**config.mk**
```make
export PLATFORM = sky130hd
export DESIGN_NAME = seq_feed_ctrl_flat
export DESIGN_NICKNAME = d
export VERILOG_FILES = /design/src/rtl/seq_feed_ctrl_if.sv /design/src/rtl/seq_feed_ctrl.sv /design/src/flat_wrapper.sv
export SDC_FILE = /design/constraint.sdc
export NUM_CORES = 1
export LEC_CHECK = 0
export CORE_MARGIN = 3
export CORE_UTILIZATION = 40
export CTS_CLUSTER_SIZE = 12
export DETAILED_ROUTE_END_ITERATION = 6
export GPL_ROUTABILITY_DRIVEN = 0
export PLACE_DENSITY = 0.76
export SLEW_MARGIN = 20
export SYNTH_ARGS = -nofsm -noshare
export SYNTH_HDL_FRONTEND = slang
export SYNTH_SLANG_ARGS = --single-unit
```
**constraint.sdc**
```tcl
create_clock -name clk -period 2.4 [get_ports clk]
set_input_delay 0.48 -clock clk [delete_from_list [all_inputs] [get_ports clk]]
set_output_delay 0.48 -clock clk [all_outputs]
set_load 0.02 [all_outputs]
```
**src/rtl/seq_feed_ctrl_if.sv**
```systemverilog
// rtl/seq_feed_ctrl_if.sv - host/detector signal bundle for the sequence feed controller
interface seq_feed_ctrl_if #(
    parameter int WIDTH = 32,
    parameter int CNT_W = 6
);
    logic             start;
    logic [WIDTH-1:0] word_in;
    logic             abort;
    logic             det_outp;
    logic             det_inp;
    logic             det_clr;
    logic             busy;
    logic             done;
    logic [CNT_W-1:0] match_cnt;
    logic [WIDTH-1:0] match_mask;

    // Controller side: takes host requests and detector output, drives everything else.
    modport slave (
        input  start, word_in, abort, det_outp,
        output det_inp, det_clr, busy, done, match_cnt, match_mask
    );

    // Host/environment side: issues words and carries the detector's output back.
    modport master (
        output start, word_in, abort, det_outp,
        input  det_inp, det_clr, busy, done, match_cnt, match_mask
    );
endinterface

```
**src/rtl/seq_feed_ctrl.sv**
```systemverilog
// rtl/seq_feed_ctrl.sv - clears a Moore detector, feeds it a word LSB first, collects its hits
module seq_feed_ctrl #(
    parameter int WIDTH = 32,
    parameter int CNT_W = 6
) (
    input  logic          clk,
    input  logic          rst,
    seq_feed_ctrl_if.slave bus
);
    localparam int IDX_W = (WIDTH > 1) ? $clog2(WIDTH) : 1;
    localparam logic [IDX_W-1:0] LAST_IDX = IDX_W'(WIDTH - 1);
    localparam logic [IDX_W-1:0] IDX_ONE  = IDX_W'(1);
    localparam logic [CNT_W-1:0] CNT_ONE  = CNT_W'(1);

    typedef enum logic [2:0] {
        S_IDLE,
        S_CLR,
        S_SHIFT,
        S_DRAIN,
        S_DONE
    } state_t;

    state_t           state_q;
    logic [WIDTH-1:0] word_q;
    logic [WIDTH-1:0] mask_q;
    logic [CNT_W-1:0] cnt_q;
    logic [IDX_W-1:0] idx_q;
    logic             det_inp_q;
    logic             det_clr_q;
    logic             busy_q;
    logic             done_q;
    logic             active;

    // Abort is only honoured while a word is actually in flight.
    assign active = (state_q == S_CLR) || (state_q == S_SHIFT) || (state_q == S_DRAIN);

    // Sequencer: every output is set up one edge ahead for the state being entered.
    always_ff @(posedge clk) begin
        if (!rst) begin
            state_q   <= S_IDLE;
            word_q    <= '0;
            mask_q    <= '0;
            cnt_q     <= '0;
            idx_q     <= '0;
            det_inp_q <= 1'b0;
            det_clr_q <= 1'b0;
            busy_q    <= 1'b0;
            done_q    <= 1'b0;
        end else begin
            done_q    <= 1'b0;
            det_clr_q <= 1'b0;
            if (active && bus.abort) begin
                // Results of a cancelled word are meaningless, so they are dropped and
                // the detector is cleared once more on the way back to idle.
                state_q   <= S_IDLE;
                busy_q    <= 1'b0;
                det_inp_q <= 1'b0;
                det_clr_q <= 1'b1;
                cnt_q     <= '0;
                mask_q    <= '0;
            end else begin
                case (state_q)
                    S_IDLE: begin
                        det_inp_q <= 1'b0;
                        busy_q    <= 1'b0;
                        if (bus.start) begin
                            word_q    <= bus.word_in;
                            cnt_q     <= '0;
                            mask_q    <= '0;
                            busy_q    <= 1'b1;
                            det_clr_q <= 1'b1;
                            state_q   <= S_CLR;
                        end
                    end
                    S_CLR: begin
                        idx_q     <= '0;
                        det_inp_q <= word_q[0];
                        state_q   <= S_SHIFT;
                    end
                    S_SHIFT: begin
                        // det_outp now reflects the previous bit; bit 0 follows a clear.
                        if ((idx_q != '0) && bus.det_outp) begin
                            mask_q[idx_q - IDX_ONE] <= 1'b1;
                            cnt_q                   <= cnt_q + CNT_ONE;
                        end
                        if (idx_q == LAST_IDX) begin
                            det_inp_q <= 1'b0;
                            state_q   <= S_DRAIN;
                        end else begin
                            idx_q     <= idx_q + IDX_ONE;
                            det_inp_q <= word_q[idx_q + IDX_ONE];
                        end
                    end
                    S_DRAIN: begin
                        // One extra cycle to catch the detector's response to the last bit.
                        if (bus.det_outp) begin
                            mask_q[WIDTH-1] <= 1'b1;
                            cnt_q           <= cnt_q + CNT_ONE;
                        end
                        busy_q  <= 1'b0;
                        done_q  <= 1'b1;
                        state_q <= S_DONE;
                    end
                    S_DONE: begin
                        state_q <= S_IDLE;
                    end
                    default: begin
                        state_q <= S_IDLE;
                        busy_q  <= 1'b0;
                    end
                endcase
            end
        end
    end

    // The detector is held clear for as long as reset is asserted, not just after the edge.
    assign bus.det_clr    = det_clr_q | ~rst;
    assign bus.det_inp    = det_inp_q;
    assign bus.busy       = busy_q;
    assign bus.done       = done_q;
    assign bus.match_cnt  = cnt_q;
    assign bus.match_mask = mask_q;
endmodule
```
**src/flat_wrapper.sv**
```systemverilog
// flat-port wrapper written by rule: the top's interface ports become plain ports
module seq_feed_ctrl_flat 
#(
    parameter int WIDTH = 32,
    parameter int CNT_W = 6
)
  (clk, rst, bus_start, bus_word_in, bus_abort, bus_det_outp, bus_det_inp, bus_det_clr, bus_busy, bus_done, bus_match_cnt, bus_match_mask);
  seq_feed_ctrl_if #(.WIDTH(WIDTH), .CNT_W(CNT_W)) bus_i ();
  input  logic clk;
  input  logic rst;
  input wire logic [$bits(bus_i.start)-1:0] bus_start;
  input wire logic [$bits(bus_i.word_in)-1:0] bus_word_in;
  input wire logic [$bits(bus_i.abort)-1:0] bus_abort;
  input wire logic [$bits(bus_i.det_outp)-1:0] bus_det_outp;
  output wire logic [$bits(bus_i.det_inp)-1:0] bus_det_inp;
  output wire logic [$bits(bus_i.det_clr)-1:0] bus_det_clr;
  output wire logic [$bits(bus_i.busy)-1:0] bus_busy;
  output wire logic [$bits(bus_i.done)-1:0] bus_done;
  output wire logic [$bits(bus_i.match_cnt)-1:0] bus_match_cnt;
  output wire logic [$bits(bus_i.match_mask)-1:0] bus_match_mask;
  assign bus_i.start = bus_start;
  assign bus_i.word_in = bus_word_in;
  assign bus_i.abort = bus_abort;
  assign bus_i.det_outp = bus_det_outp;
  assign bus_det_inp = bus_i.det_inp;
  assign bus_det_clr = bus_i.det_clr;
  assign bus_busy = bus_i.busy;
  assign bus_done = bus_i.done;
  assign bus_match_cnt = bus_i.match_cnt;
  assign bus_match_mask = bus_i.match_mask;
  seq_feed_ctrl #(.WIDTH(WIDTH), .CNT_W(CNT_W)) u_core (.clk(clk), .rst(rst), .bus(bus_i));
endmodule
```
==> impl_metrics.py <==
metrics = {
    "global_route": {
        "grt-ovfl-total": 0,
        "grt_pass1_wl_um": 13600,
        "antenna_found_initial": 0,
        "track_usage_pct": 16.4,
        "grt_max_degree": 40,
        "first_global_vias": 2908,
    },
    "clock_network": {
        "cts_made_buffers": 9,
        "cts_hold_buf": 0,
        "cts_tree": "yes",
        "clock-sinks": 82,
        "clkTransAtPathRegs_ns": 0.08,
        "clock_path_buffers": 2,
        "ctsHtreeMaxLevel": 3,
        "cts_root_buffer": "clkbuf_8",
        "insertion_delay_ns": 0.35,
    },
    "power": {
        "powerDensity_nw_per_um2": 592,
        "ir_worst_vdd_v": 0.000235,
        "cellLeakagePower_nw": 1.68,
    },
    "worst_setup_path": {
        "crit_type": "reg -> reg",
        "path_buf_inv": 2,
        "crit_family": "multiplexers",
        "arrival_ns": 2.43,
        "critPathSlowestCell": "mux4_2",
        "r2r-start": "u_core.idx_q[0]",
        "cp.required_ns": 2.64,
        "start_kind": "flop",
        "crit_path_start": "u_core.idx_q[0]",
        "cp-end-kind": "flop",
        "crit_chain": "inv_1 -> ha_1 -> buf_4 -> mux4_2 -> mux2i_2 -> a31oi_1 -> a41o_1",
        "path_max_fanout": 10,
        "cpPeakStageDelay_ns": 0.55,
    },
    "finish": {
        "final_cell_mix": "dfxtp_1, clkdlybuf4s50_1, nand2_1, nor2_1, a21oi_1",
        "final_common_cell": "dfxtp_1",
        "n_fill_cell": 803,
        "post-route-util_pct": 54.1,
        "antenna_cells": 0,
        "drive_gt1_share_pct": 8.62,
        "fin_cells": 607,
        "fin_nets": 538,
        "area_growth_pct": 31.1,
    },
    "floorplanning": {
        "dieWidth_um": 101,
        "initial_core_util_pct": 41.3,
        "ios": 79,
        "rows": 34,
        "core_um2": 8760,
        "die_area_um2": 10200,
        "die_y_um": 101,
    },
    "drt": {
        "vias": 3042,
        "drtIter0Drc": 128,
        "dr.pass1.iters": 5,
        "wl_um": 8020,
        "drtAntennaViolNets": 0,
        "route.detailed.drc": 0,
        "wl_per_cell_um": 13.2,
        "via_per_inst": 5.01,
    },
    "yosys": {
        "netlist_area_um2": 3620,
        "yosysSeqAreaShare_pct": 45.4,
        "async_reset_ff_share_pct": 0,
        "syn-num-nets": 463,
        "synth-main-ff-cell": "dfxtp_1",
        "synth-seq-cells": 82,
        "synth_edf_count": 0,
        "yosys_warnings": 0,
        "avgSynthCellArea_um2": 8.63,
        "synth_cell_types": 48,
        "syn_inst": 419,
    },
    "timing": {
        "timing.fmax_mhz": 456,
        "maxSlewViolCount": 0,
        "min_period_ns": 2.19,
        "rsz0062_at_grt": "no",
        "setup_viol": 0,
        "hold_viol_final": 0,
        "skew_ns": 0.0103,
        "relSlewSlack_pct": 55.0,
        "tightest_slew_ns": 0.674,
        "fin_setup_tns_ns": 0,
        "period_share_pct": 91.4,
    },
    "status": {
        "status": "completed",
    },
    "placement": {
        "hpwl_um": 5950,
        "dp.cells": 591,
        "io_buffers": 78,
    },
    "run": {
        "maxCapViolations": 0,
    },
    "min_path": {
        "min_from": "u_core.word_q[16]",
        "hold_path_class": "reg -> reg",
    },
}
-- stage by stage --
stage | power (W) | hold WS [ns] | area (µm²) | setup slack (ns)
CTS | 0.00284 | 0.466 | 4740 | 0.0707
detailed placement | 0.00184 | 0.455 | 4530 | 0.0980
global route | 0.00295 | 0.488 | 4740 | 0.0406
global placement | 0.00183 | 0.447 | 4530 | 0.208
finish | 0.00281 | 0.463 | 4740 | 0.206
floorplan | 0.00170 | 0.440 | 3620 | 0.0660
-- cell usage after synthesis (all sizes together), types with 2 or more instances --
cell type,n,area [µm²]
o211ai,2,15.0
a21oi,42,210
nand2b,8,50.1
a211oi,2,15.0
or2,2,12.5
dfxtp,82,1640
buf,14,77.6
and2,2,12.5
xor2,2,17.5
ha,7,87.6
mux4,6,135
or4,2,15.0
a21boi,33,248
nand3,5,25.0
mux2i,13,130
o21ai,7,35.0
nor2,48,180
nor2b,8,50.1
xnor2,6,52.6
o32ai,3,26.3
inv,5,18.8
a31oi,2,12.5
nand3b,4,30.0
or3b,2,17.5
clkbuf,15,56.3
nand2,77,289
nor3,4,20.0
-- worst paths after layout --
kind | end | slack (ns) | cells after the start
hold / removal | u_core.word_q[16] | 0.46 | 2
hold reg to reg | u_core.word_q[16] | 0.46 | 2
setup reg to reg | u_core.bus.det_inp | 0.21 | 7
setup / recovery | u_core.bus.det_inp | 0.21 | 7
-- worst register-to-register path: cells and delay by family, from the launching register on --
family | cells | cell delay [ns]
flops | 1 | 0.38
compound gates | 2 | 0.38
mux | 2 | 0.77
buf+inv | 2 | 0.29
fa+ha+maj | 1 | 0.28
-- layout make-up --
| class | count | area, µm² | share of cell area (%) |
|---|---|---|---|
| Clock buffer | 10 | 138 | 2.90 |
| Multi-Input combinational cell | 303 | 1840 | 38.7 |
| Tap cell | 108 | 135 | 2.85 |
| Clock inverter | 6 | 65.1 | 1.37 |
| Sequential cell | 82 | 1640 | 34.7 |
| Timing Repair Buffer | 93 | 906 | 19.1 |
| Inverter | 5 | 18.8 | 0.396 |
-- flip-flops by register name, indices dropped and copies added, names as in the netlist --
| signal | count |
|---|---|
| u_core.bus.match_mask | 32 |
| u_core.idx_q | 5 |
| u_core.det_clr_q | 1 |
| u_core.bus.busy | 1 |
| u_core.bus.done | 1 |
| u_core.bus.match_cnt | 6 |
| u_core.word_q | 32 |
| u_core.state_q | 3 |
| u_core.bus.det_inp | 1 |
-- where the power goes --
group / internal [W] / switching [W] / total, W / leakage (nW)
clock: 0.000511 / 0.000490 / 0.00100 / 0.103
combinational: 0.000172 / 0.000178 / 0.000350 / 0.912
sequential: 0.00142 / 0.0000403 / 0.00146 / 0.667
-- layer usage --
layer	GRT usage (%)	vias to the layer above	wire length, µm
met5	0	-	0
li1	-	1572	-
met3	3.46	9	297
met2	27.6	53	4040
met1	20.6	1408	3570
met4	5.83	0	110
-- cells by family after synthesis --
family                     share of synthesized area [%]
and+or+nand+nor                                     21.1
AOI/OAI and AO/OA                                   17.6
DFF                                                 45.4
buffers and inverters                               4.22
muxes                                               7.33
xor gates and xnor gates                            1.94
adders and majority gates                           2.42
-- repair_timing --
item,4_1_cts,5_1_grt
hold endpoints to repair,0,0
resized for setup,0,3
buffers inserted,0,0
setup endpoints to repair,0,2
No activity file was read; power rests on OpenSTA's default activity.
